## config.mk

```make
export PLATFORM = sky130hd
export DESIGN_NAME = bcd_conv_arbiter
export DESIGN_NICKNAME = d
export VERILOG_FILES = /design/src/rtl/clock_bcd_pkg.sv /design/src/rtl/bcd_dabble_step.sv /design/src/rtl/bcd_conv_arbiter.sv
export SDC_FILE = /design/constraint.sdc
export NUM_CORES = 1
export LEC_CHECK = 0
export BUFFER_PORTS_ARGS = -buffer_cell sky130_fd_sc_hd__buf_2
export CAP_MARGIN = 20
export CELL_PAD_IN_SITES_DETAIL_PLACEMENT = 1
export CELL_PAD_IN_SITES_GLOBAL_PLACEMENT = 2
export CORE_MARGIN = 2
export CORE_UTILIZATION = 34
export DETAILED_ROUTE_END_ITERATION = 10
export PLACE_DENSITY_LB_ADDON = 0.1
export SYNTH_ARGS = -nofsm -noshare
export SYNTH_HDL_FRONTEND = slang
export SYNTH_HIERARCHICAL = 1
export SYNTH_SLANG_ARGS = --single-unit
```

## constraint.sdc

```tcl
create_clock -name clk -period 5.64 [get_ports clk]
set_input_delay 1.128 -clock clk [delete_from_list [all_inputs] [get_ports clk]]
set_output_delay 1.128 -clock clk [all_outputs]
set_load 0.01 [all_outputs]
```

## src/rtl/clock_bcd_pkg.sv

```systemverilog
// Shared constants and types for the clock system's binary-to-BCD conversion path.
//   DIGIT_W       width of one BCD digit
//   MAX_BCD_VAL   largest value representable in four BCD digits; larger operands clamp here
//   BLANK_CODE    digit code the 7-segment decoder shows as a blank
//   DEFAULT_BIN_W default binary operand width (also the shift count per conversion)
//   state_t       conversion FSM states
package clock_bcd_pkg;

  localparam int unsigned DIGIT_W       = 4;
  localparam int unsigned MAX_BCD_VAL   = 9999;
  localparam logic [3:0]  BLANK_CODE    = 4'hF;
  localparam int unsigned DEFAULT_BIN_W = 14;

  typedef enum logic [1:0] {
    IDLE,
    SHIFT,
    DONE
  } state_t;

endpackage

```

## src/rtl/bcd_dabble_step.sv

```systemverilog
// One combinational shift-add-3 (double dabble) iteration.
// Ports:
//   tho_i/hun_i/ten_i/one_i  current BCD digits
//   bit_i                    next operand bit, shifted into the ones digit
//   tho_o/hun_o/ten_o/one_o  digits after adjust-and-shift
// The thousands digit never exceeds 9 for clamped operands, so its carry-out is dropped.
module bcd_dabble_step
  import clock_bcd_pkg::*;
(
  input  logic [DIGIT_W-1:0] tho_i,
  input  logic [DIGIT_W-1:0] hun_i,
  input  logic [DIGIT_W-1:0] ten_i,
  input  logic [DIGIT_W-1:0] one_i,
  input  logic               bit_i,
  output logic [DIGIT_W-1:0] tho_o,
  output logic [DIGIT_W-1:0] hun_o,
  output logic [DIGIT_W-1:0] ten_o,
  output logic [DIGIT_W-1:0] one_o
);

  logic [2:0]         tho_adj;
  logic [DIGIT_W-1:0] hun_adj;
  logic [DIGIT_W-1:0] ten_adj;
  logic [DIGIT_W-1:0] one_adj;

  // Only the low three bits of the adjusted thousands digit survive the shift.
  assign tho_adj = tho_i[2:0] + ((tho_i >= 4'd5) ? 3'd3 : 3'd0);
  assign hun_adj = (hun_i >= 4'd5) ? hun_i + 4'd3 : hun_i;
  assign ten_adj = (ten_i >= 4'd5) ? ten_i + 4'd3 : ten_i;
  assign one_adj = (one_i >= 4'd5) ? one_i + 4'd3 : one_i;

  assign tho_o = {tho_adj,      hun_adj[3]};
  assign hun_o = {hun_adj[2:0], ten_adj[3]};
  assign ten_o = {ten_adj[2:0], one_adj[3]};
  assign one_o = {one_adj[2:0], bit_i};

endmodule

```

## src/rtl/bcd_conv_arbiter.sv

```systemverilog
// Round-robin arbiter sharing one serial binary-to-BCD converter among N_REQ requesters.
// Ports:
//   clk, rst                 clock; asynchronous active-low reset
//   req_valid/req_ready      per-requester handshake; req_ready is a one-hot grant in IDLE
//   req_bin                  packed operands, requester i at [i*BIN_W +: BIN_W]
//   rsp_valid/rsp_ready      result handshake
//   rsp_id                   requester index of the result
//   rsp_tho..rsp_one         BCD digits of the result
//   rsp_ovf                  operand exceeded 9999 and was clamped
//   busy                     converter is not idle
// Build option: define BCD_BLANK_LEADING_ZERO_EN to replace leading zero digits with BLANK_CODE.
module bcd_conv_arbiter
  import clock_bcd_pkg::*;
#(
  parameter int unsigned N_REQ = 4,
  parameter int unsigned BIN_W = DEFAULT_BIN_W,
  parameter int unsigned ID_W  = $clog2(N_REQ)
) (
  input  logic                   clk,
  input  logic                   rst,
  input  logic [N_REQ-1:0]       req_valid,
  input  logic [N_REQ*BIN_W-1:0] req_bin,
  output logic [N_REQ-1:0]       req_ready,
  output logic                   rsp_valid,
  input  logic                   rsp_ready,
  output logic [ID_W-1:0]        rsp_id,
  output logic [DIGIT_W-1:0]     rsp_tho,
  output logic [DIGIT_W-1:0]     rsp_hun,
  output logic [DIGIT_W-1:0]     rsp_ten,
  output logic [DIGIT_W-1:0]     rsp_one,
  output logic                   rsp_ovf,
  output logic                   busy
);

  localparam int unsigned CNT_W = $clog2(BIN_W + 1);
  localparam logic [CNT_W-1:0] CNT_LAST = CNT_W'(BIN_W - 1);

  state_t state_q, state_d;
  logic [ID_W-1:0]    ptr_q, ptr_d;
  logic [ID_W-1:0]    id_q, id_d;
  logic               ovf_q, ovf_d;
  logic [BIN_W-1:0]   op_q, op_d;
  logic [CNT_W-1:0]   cnt_q, cnt_d;
  logic [DIGIT_W-1:0] acc_tho_q, acc_hun_q, acc_ten_q, acc_one_q;
  logic [DIGIT_W-1:0] acc_tho_d, acc_hun_d, acc_ten_d, acc_one_d;
  logic [DIGIT_W-1:0] rsp_tho_q, rsp_hun_q, rsp_ten_q, rsp_one_q;
  logic [DIGIT_W-1:0] rsp_tho_d, rsp_hun_d, rsp_ten_d, rsp_one_d;
  logic [ID_W-1:0]    rsp_id_q, rsp_id_d;
  logic               rsp_ovf_q, rsp_ovf_d;

  logic [DIGIT_W-1:0] step_tho, step_hun, step_ten, step_one;
  logic [DIGIT_W-1:0] fin_tho, fin_hun, fin_ten, fin_one;
  logic [N_REQ-1:0]   grant;
  logic [ID_W-1:0]    grant_id;
  logic               found;
  logic [BIN_W-1:0]   sel_bin;

  // Round-robin search starting just above the last granted requester.
  always_comb begin
    grant    = '0;
    grant_id = '0;
    found    = 1'b0;
    for (int k = 1; k <= int'(N_REQ); k++) begin
      if (!found && req_valid[(int'(ptr_q) + k) % int'(N_REQ)]) begin
        found = 1'b1;
        grant[(int'(ptr_q) + k) % int'(N_REQ)] = 1'b1;
        grant_id = ID_W'((int'(ptr_q) + k) % int'(N_REQ));
      end
    end
  end

  assign sel_bin = req_bin[int'(grant_id)*BIN_W +: BIN_W];

  bcd_dabble_step u_step (
    .tho_i (acc_tho_q),
    .hun_i (acc_hun_q),
    .ten_i (acc_ten_q),
    .one_i (acc_one_q),
    .bit_i (op_q[BIN_W-1]),
    .tho_o (step_tho),
    .hun_o (step_hun),
    .ten_o (step_ten),
    .one_o (step_one)
  );

`ifdef BCD_BLANK_LEADING_ZERO_EN
  logic blank_tho, blank_hun, blank_ten;

  // A digit blanks only when it and every digit above it are zero; ones stays numeric.
  always_comb begin
    blank_tho = (step_tho == '0);
    blank_hun = blank_tho && (step_hun == '0);
    blank_ten = blank_hun && (step_ten == '0);
    fin_tho   = blank_tho ? BLANK_CODE : step_tho;
    fin_hun   = blank_hun ? BLANK_CODE : step_hun;
    fin_ten   = blank_ten ? BLANK_CODE : step_ten;
    fin_one   = step_one;
  end
`else
  always_comb begin
    fin_tho = step_tho;
    fin_hun = step_hun;
    fin_ten = step_ten;
    fin_one = step_one;
  end
`endif

  always_comb begin
    state_d   = state_q;
    ptr_d     = ptr_q;
    id_d      = id_q;
    ovf_d     = ovf_q;
    op_d      = op_q;
    cnt_d     = cnt_q;
    acc_tho_d = acc_tho_q;
    acc_hun_d = acc_hun_q;
    acc_ten_d = acc_ten_q;
    acc_one_d = acc_one_q;
    rsp_tho_d = rsp_tho_q;
    rsp_hun_d = rsp_hun_q;
    rsp_ten_d = rsp_ten_q;
    rsp_one_d = rsp_one_q;
    rsp_id_d  = rsp_id_q;
    rsp_ovf_d = rsp_ovf_q;
    unique case (state_q)
      IDLE: begin
        if (found) begin
          ptr_d = grant_id;
          id_d  = grant_id;
          if (32'(sel_bin) > MAX_BCD_VAL) begin
            op_d  = BIN_W'(MAX_BCD_VAL);
            ovf_d = 1'b1;
          end else begin
            op_d  = sel_bin;
            ovf_d = 1'b0;
          end
          acc_tho_d = '0;
          acc_hun_d = '0;
          acc_ten_d = '0;
          acc_one_d = '0;
          cnt_d     = '0;
          state_d   = SHIFT;
        end
      end
      SHIFT: begin
        acc_tho_d = step_tho;
        acc_hun_d = step_hun;
        acc_ten_d = step_ten;
        acc_one_d = step_one;
        op_d      = op_q << 1;
        cnt_d     = cnt_q + 1'b1;
        if (cnt_q == CNT_LAST) begin
          // Result registers load with the final iteration so DONE adds no latency.
          rsp_tho_d = fin_tho;
          rsp_hun_d = fin_hun;
          rsp_ten_d = fin_ten;
          rsp_one_d = fin_one;
          rsp_id_d  = id_q;
          rsp_ovf_d = ovf_q;
          state_d   = DONE;
        end
      end
      DONE: begin
        if (rsp_ready) begin
          state_d = IDLE;
        end
      end
      default: state_d = IDLE;
    endcase
  end

  always_ff @(posedge clk or negedge rst) begin
    if (!rst) begin
      state_q   <= IDLE;
      ptr_q     <= ID_W'(N_REQ - 1);
      id_q      <= '0;
      ovf_q     <= 1'b0;
      op_q      <= '0;
      cnt_q     <= '0;
      acc_tho_q <= '0;
      acc_hun_q <= '0;
      acc_ten_q <= '0;
      acc_one_q <= '0;
      rsp_tho_q <= '0;
      rsp_hun_q <= '0;
      rsp_ten_q <= '0;
      rsp_one_q <= '0;
      rsp_id_q  <= '0;
      rsp_ovf_q <= 1'b0;
    end else begin
      state_q   <= state_d;
      ptr_q     <= ptr_d;
      id_q      <= id_d;
      ovf_q     <= ovf_d;
      op_q      <= op_d;
      cnt_q     <= cnt_d;
      acc_tho_q <= acc_tho_d;
      acc_hun_q <= acc_hun_d;
      acc_ten_q <= acc_ten_d;
      acc_one_q <= acc_one_d;
      rsp_tho_q <= rsp_tho_d;
      rsp_hun_q <= rsp_hun_d;
      rsp_ten_q <= rsp_ten_d;
      rsp_one_q <= rsp_one_d;
      rsp_id_q  <= rsp_id_d;
      rsp_ovf_q <= rsp_ovf_d;
    end
  end

  // Grants are suppressed while reset is held so nothing appears captured.
  assign req_ready = (state_q == IDLE && rst) ? grant : '0;
  assign rsp_valid = (state_q == DONE);
  assign busy      = (state_q != IDLE);
  assign rsp_id    = rsp_id_q;
  assign rsp_tho   = rsp_tho_q;
  assign rsp_hun   = rsp_hun_q;
  assign rsp_ten   = rsp_ten_q;
  assign rsp_one   = rsp_one_q;
  assign rsp_ovf   = rsp_ovf_q;

endmodule

```

# ---- After elaboration in Yosys (flattened, before gate mapping)
# Index checks and enable logic that the tools add are counted.
dict set report totals {
  input_bits 63
  regBits 60
  wordCells 126
}
dict set report classes {
  n_lt_le_gt_ge 13
  addsub 9
  bitwise_logic 7
  mul 1
  n_eq_ne 6
  shifts 1
  n_reduce_logical 22
  n_mux 51
}
# operator count
set ops {}
lappend ops {{56-bit by 7-bit indexed part select with 14-bit output} 1}
lappend ops {{4-bit case mux with 2 select lines} 5}
lappend ops {{4-bit 2-to-1 mux} 9}
lappend ops {{14-bit 2-to-1 mux} 2}
lappend ops {{14-bit case mux with 2 select lines} 1}
lappend ops {{1-bit 2-to-1 mux} 17}
lappend ops {{4-bit by 3-bit >= comparator with 1-bit output, second input constant} 4}
lappend ops {{3-bit by 4-bit < comparator with 1-bit output, second input constant} 4}
lappend ops {{2-bit 2-to-1 mux} 8}
lappend ops {{14-bit > comparator, second input constant} 1}
lappend ops {{4-bit by 2-bit adder with 4-bit output, second input constant} 3}
lappend ops {{3-bit by 1-bit >= comparator with 1-bit output, second input constant} 4}
lappend ops {{4-bit bitwise OR} 3}
lappend ops {{1-bit binary-select mux with 2-bit select} 4}
lappend ops {{1-bit demux with 2-bit select} 4}
lappend ops {{1-bit logical AND} 8}
lappend ops {{2-bit OR reduction} 4}
lappend ops {{2-bit case mux with 3 select lines} 1}
lappend ops {{2-bit AND reduction} 3}
lappend ops {{2-bit by 3-bit multiplier with 5-bit output, second input constant} 1}
lappend ops {{2-bit by 1-bit adder with 2-bit output, second input constant} 2}
lappend ops {{2-bit adder, second input constant} 2}
lappend ops {{4-bit by 1-bit adder with 4-bit output, second input constant} 1}
lappend ops {{1-bit AND, first input constant} 4}
lappend ops {{10 further kinds} 14}

# ---- Longest topological paths before layout
dict set report depth {
  ltp_word 22
  depth_mapped 17
  mapped_depth_nobuf 11
}

# ---- Hierarchy
# The synthesis kept the hierarchy.
# mod area_per_inst_um2 cells_each n_inst
set by_module_without_submodules {}
lappend by_module_without_submodules {bcd_conv_arbiter 3723.6 377 1}
lappend by_module_without_submodules {bcd_dabble_step 379.1 58 1}

# ---- Worst setup path before layout
# Ideal clock, no wire load.
dict set report synth_timing {
  path_kind {reg2out}
  from {register ptr_q[0]}
  to {output req_ready[0]}
  stages_incl_launch_ff 11
  path_slack_ns 1.525
  required_ns 4.512
  t_arrival_ns 2.987
  cell_sequence {dfstp_2 -> buf_6 -> clkbuf_8 -> clkinv_1 -> ha_1 -> clkbuf_8 -> mux4_2 -> clkbuf_1 -> nor4b_1 -> a221oi_1 -> nor2_1}
}
dict set report synth_between {
  elab_chain_cells 15
}
# item line_no
set synth_rtl {}
lappend synth_rtl {{start, declared} bcd_conv_arbiter.sv:39} ;# logic [ID_W-1:0] ptr_q, ptr_d;
lappend synth_rtl {{start signal, assigned} bcd_conv_arbiter.sv:175} ;# ptr_q <= ID_W'(N_REQ - 1);
lappend synth_rtl {{start signal, assigned} bcd_conv_arbiter.sv:192} ;# ptr_q <= ptr_d;
lappend synth_rtl {{2-bit by 1-bit adder with 2-bit output} {bcd_conv_arbiter.sv:64, bcd_conv_arbiter.sv:66}}
lappend synth_rtl {{2-bit OR reduction (no line) or 1-bit binary-select mux with 2-bit select (tied branches)} n/a}
lappend synth_rtl {{1-bit AND (no line) or 1-bit 2-to-1 mux (tied branches)} n/a}
lappend synth_rtl {{3-bit by 4-bit < comparator with 1-bit output (not written as such) (tied with other cells)} bcd_conv_arbiter.sv:66} ;# grant[(int'(ptr_q) + k) % int'(N_REQ)] = 1'b1;
lappend synth_rtl {{1-bit logical AND (not written as such) or 1-bit 2-to-1 mux (tied branches)} {bcd_conv_arbiter.sv:66, bcd_conv_arbiter.sv:64}}
lappend synth_rtl {{1-bit 2-to-1 mux (not written as such) or 1-bit zero test (tied branches)} {bcd_conv_arbiter.sv:66, bcd_conv_arbiter.sv:64}}
lappend synth_rtl {{1-bit demux with 2-bit select or 1-bit logical AND (tied branches)} {bcd_conv_arbiter.sv:66, bcd_conv_arbiter.sv:64}}
lappend synth_rtl {{4-bit 2-to-1 mux or 1-bit 2-to-1 mux (tied branches)} bcd_conv_arbiter.sv:64} ;# if (!found && req_valid[(int'(ptr_q) + k) % int'(N_REQ)]) begin
lappend synth_rtl {{4-bit bitwise OR (no line) or 1-bit zero test (tied branches)} n/a}
lappend synth_rtl {{4-bit 2-to-1 mux or 1-bit logical AND (tied branches)} bcd_conv_arbiter.sv:64}
lappend synth_rtl {{4-bit bitwise OR (no line) or 1-bit 2-to-1 mux (tied branches)} n/a}
lappend synth_rtl {{4-bit 2-to-1 mux or 1-bit zero test (tied branches)} bcd_conv_arbiter.sv:64}
lappend synth_rtl {{4-bit bitwise OR (no line) or 1-bit logical AND (tied branches)} n/a}
lappend synth_rtl {{4-bit 2-to-1 mux (*)} bcd_conv_arbiter.sv:64}
lappend synth_rtl {{4-bit 2-to-1 mux (*)} bcd_conv_arbiter.sv:211} ;# assign req_ready = (state_q == IDLE && rst) ? grant : '0;
lappend synth_rtl {{end, declared} bcd_conv_arbiter.sv:23} ;# output logic [N_REQ-1:0] req_ready,
# Every way passes the cells marked *; elsewhere a longest branch is shown, timed or not. The select of a mux whose other input is x is not followed.

# ---- Worst setup path in the final report
dict set report layout_timing {
  from {register ptr_q[0]}
  to {register op_q[3]}
}
dict set report layout_between {
  elab_chain_cells 20
}
# item line_no
set layout_rtl {}
lappend layout_rtl {{2-bit by 1-bit adder with 2-bit output} {bcd_conv_arbiter.sv:64, bcd_conv_arbiter.sv:67}}
lappend layout_rtl {{1-bit binary-select mux with 2-bit select} bcd_conv_arbiter.sv:64}
lappend layout_rtl {{1-bit 2-to-1 mux (not written as such) (2 in series)} bcd_conv_arbiter.sv:64}
lappend layout_rtl {{1-bit 2-to-1 mux} bcd_conv_arbiter.sv:64}
lappend layout_rtl {{1-bit zero test} bcd_conv_arbiter.sv:64}
lappend layout_rtl {{1-bit logical AND} bcd_conv_arbiter.sv:64}
lappend layout_rtl {{1-bit 2-to-1 mux} bcd_conv_arbiter.sv:64}
lappend layout_rtl {{1-bit zero test} bcd_conv_arbiter.sv:64}
lappend layout_rtl {{[... 3 more ...]} n/a}
lappend layout_rtl {{1-bit logical AND} bcd_conv_arbiter.sv:64}
lappend layout_rtl {{2-bit 2-to-1 mux} bcd_conv_arbiter.sv:64}
lappend layout_rtl {{2-bit by 3-bit multiplier with 5-bit output} bcd_conv_arbiter.sv:72} ;# assign sel_bin = req_bin[int'(grant_id)*BIN_W +: BIN_W];
lappend layout_rtl {{56-bit by 7-bit indexed part select with 14-bit output} bcd_conv_arbiter.sv:72}
lappend layout_rtl {{14-bit > comparator} bcd_conv_arbiter.sv:130} ;# if (32'(sel_bin) > MAX_BCD_VAL) begin
lappend layout_rtl {{14-bit 2-to-1 mux} bcd_conv_arbiter.sv:130}
lappend layout_rtl {{14-bit 2-to-1 mux} bcd_conv_arbiter.sv:127} ;# if (found) begin
lappend layout_rtl {{14-bit case mux with 2 select lines} bcd_conv_arbiter.sv:125} ;# unique case (state_q)
lappend layout_rtl {{end signal, assigned} bcd_conv_arbiter.sv:195} ;# op_q <= op_d;
lappend layout_rtl {{end, declared} bcd_conv_arbiter.sv:42} ;# logic [BIN_W-1:0] op_q, op_d;
# Parallel ways exist; a longest one is shown, timed or not. The select of a mux whose other input is x is not followed.
# A chain may end at the register's enable or synchronous reset.

==> qor.txt <==
IO Count - 88
clk_lat worst skew - 320 ps
Total Wirelength - 10610 microns
number of global-route vias before repair - 3548
Worst setup SP type - register
commonest non-fill, non-tap cells in the layout - buf_2 (87), nand2_1 (68), dfrtp_1 (58), o21ai_0 (45)
CP required - 5850 ps
post-synth net total - 514
post_cts resized - 0
CP Depth - 11
die extent in y - 113.9 microns
Starting Density - 34.44%
Slew HR - 32.52%
Worst Tran Pin Value - 1012 ps
Final Critical Period - 4593 ps
Synth Area per Inst - 9.431 sq um
register bit total from synthesis - 60
Critical path origin - ptr_q[0]
synth top area cells - dfrtp_1 (35%), mux2_2 (8.2%), mux2i_1 (6.6%)
share of cells above drive strength 1 - 31.60%
crit end category - register
post-synth cell types - 57
antenna violations before repair - 0
Post-synth EDFFs - 0
drt wl/cell - 15.92 microns
Max VDD drop - 0.2447 mV
Most used DFF post-synth - dfrtp_1
number of hold violations in the final report - 0
Final ANT Viol Nets - 0
root buffer cell - clkbuf_16
crit path DAT - 4810 ps
most common cell after layout, fill and taps aside - buf_2
area leader, netlist - dfrtp_1
Antenna Cells - 0
WHS Path Cells - 1
area of the die - 12960 sq um
GR peak layer - met2
total gr overflow - 0
Cell Area, Synth - 4103 sq um
CP Cell Sequence - clkinv_1 > ha_1 > mux4_2 > or3_1 > a2bb2oi_1 > nand3_1 > mux2i_1 > mux2i_1 > o41ai_4 > a31oi_1 > a21o_1
Setup Viol. Count Final - 0
Register-to-Register Path Depth - 11
fin util - 41.16%
Setup Buffers After CTS - 0
ys async rst share - 100.0%
dpl hpwl - 7832 microns
RSZ-0062 raised after global routing - false
synthesized netlist cell count - 435
synthesis-to-layout area growth - 19.49%
RePlAce Congestion - 0.7879
Most common cell on crit path - mux2i_1
placed cells - 650
count of pins over their slew limit - 0
Cell Pwr Density - 654.5 nW/um^2
DRT iter0 DRCs - 116
reg2reg setup slack - 1050 ps
via count - 3455
Total Power - 3.208 mW
Maximum Capacitance Violations - 0
Ys Warns - 6
met2 usage - 27.82%
clock buffer depth - 2
fill count - 1418
Layout Cells excl Fill - 666
GRT Total Usage - 17.13%
routing usage on met3 - 3.666%
final setup TNS - 0 ps
CP bufs+invs - 1
clock skew - 5.471 ps
final layout net count - 593
largest net degree at the start of global routing - 61
# rows - 40
# H-tree levels - 3
WS Path Type - reg -> reg
Core Area - 11910 sq um
clk sinks - 60
critical path's top delay family - compound AO/OA/AOI/OAI gates
Hold Crit Class - reg -> reg
CTS Buf Count - 9
Worst Hold Launch - op_q[1]
# DRC - 0
Yosys top cell area share - 35.38%
status - finished, final reports clean
Reg-to-Reg Start - ptr_q[0]
Post-CTS Hold Buffers - 0
via-per-instance ratio - 5.188
register area share after synthesis - 36.66%
fmax - 217.7 MHz
Pleak - 2.352 nW
CP Max Fanout - 19
Final period util - 81.43%
clk slew on worst S/H paths - 50 ps
port buffer count - 87
Die W - 113.9 microns
slowest CP cell - dfstp_2
CTS tree - yes
first-pass GRT wire length - 17680 microns
1st-pass router iterations - 4
M1 GR Usage - 22.72%
CP peak stage delay - 790 ps
Final Hold Slack - 477.9 ps
-- metal layers --
| layer | vias to the layer above | share of wire [%] |
|---|---|---|
| met5 | - | 0 |
| met4 | 0 | 0.90 |
| met3 | 5 | 3.1 |
| met2 | 75 | 47 |
| met1 | 1665 | 49 |
| li1 | 1710 | - |
-- power breakdown --
part | switching (mW) | internal (mW)
Clock | 0.186 | 0.362
Sequential | 0.169 | 0.641
Combinational | 1.05 | 0.798
-- Yosys cell counts, types with 3 or more instances --
master	instances
buf_6	5
nor2_1	31
o2111ai_1	3
nand2b_1	8
a221oi_1	8
o21ai_1	4
xnor2_1	4
mux2_2	30
ha_1	15
nand2_1	68
mux4_2	3
mux2i_1	27
a21oi_2	3
a2bb2oi_1	4
a21oi_1	12
clkbuf_1	13
nand3_1	10
dfrtp_1	58
buf_4	4
inv_1	18
a21o_1	5
a22oi_1	5
o21ai_0	45
a31oi_1	8
-- through the flow --
step / worst slack [ps] / instance area [sq um]
after detailed placement: 1018 / 4599
after global routing: 727.6 / 4902
after CTS: 1017 / 4902
after global placement: 1142 / 4599
final: 1047 / 4902
after floorplan: 1525 / 4103
-- area by class of cell --
cell class,instances,area (sq um),area share (%)
Tap cell,147,183.9,3.752
Clock inverter,5,50.05,1.021
Multi-Input combinational cell,329,2345,47.83
Inverter,19,71.32,1.455
Sequential cell,60,1504,30.68
Clock buffer,11,252.7,5.156
Timing Repair Buffer,95,495.5,10.11
-- final timing paths --
check | endpoint
max | op_q[3]
min | op_q[2]
max reg2reg | op_q[3]
min reg2reg | op_q[2]
max in group asynchronous | rsp_ten[1]
min in group asynchronous | acc_hun_q[3]
-- state kept, by name (all words and copies together) (netlist names), 4 cells and up --
register and count:
rsp_one 4, acc_hun_q 4, acc_tho_q 4, rsp_ten 4, cnt_q 4, rsp_hun 4, acc_ten_q 4, acc_one_q 4
rsp_tho 4, op_q 14
-- worst register-to-register path: cells and delay by family, from the launching register on --
family          cells  cell delay, ps
buf+inv             1             170
mux                 3             970
compound gates      4            1150
fa+ha+maj           1             480
flops               1             790
simple gates        2             920
-- logic make-up after synthesis --
group / count (synthesis) / synth area share [%]
buf+inv: 46 / 6.313
fa+ha+maj: 16 / 5.063
compound gates: 113 / 19.09
simple gates: 133 / 14.42
mux: 62 / 17.38
xor+xnor: 5 / 1.067
flops: 60 / 36.66
No activity file was read; power rests on OpenSTA's default activity.
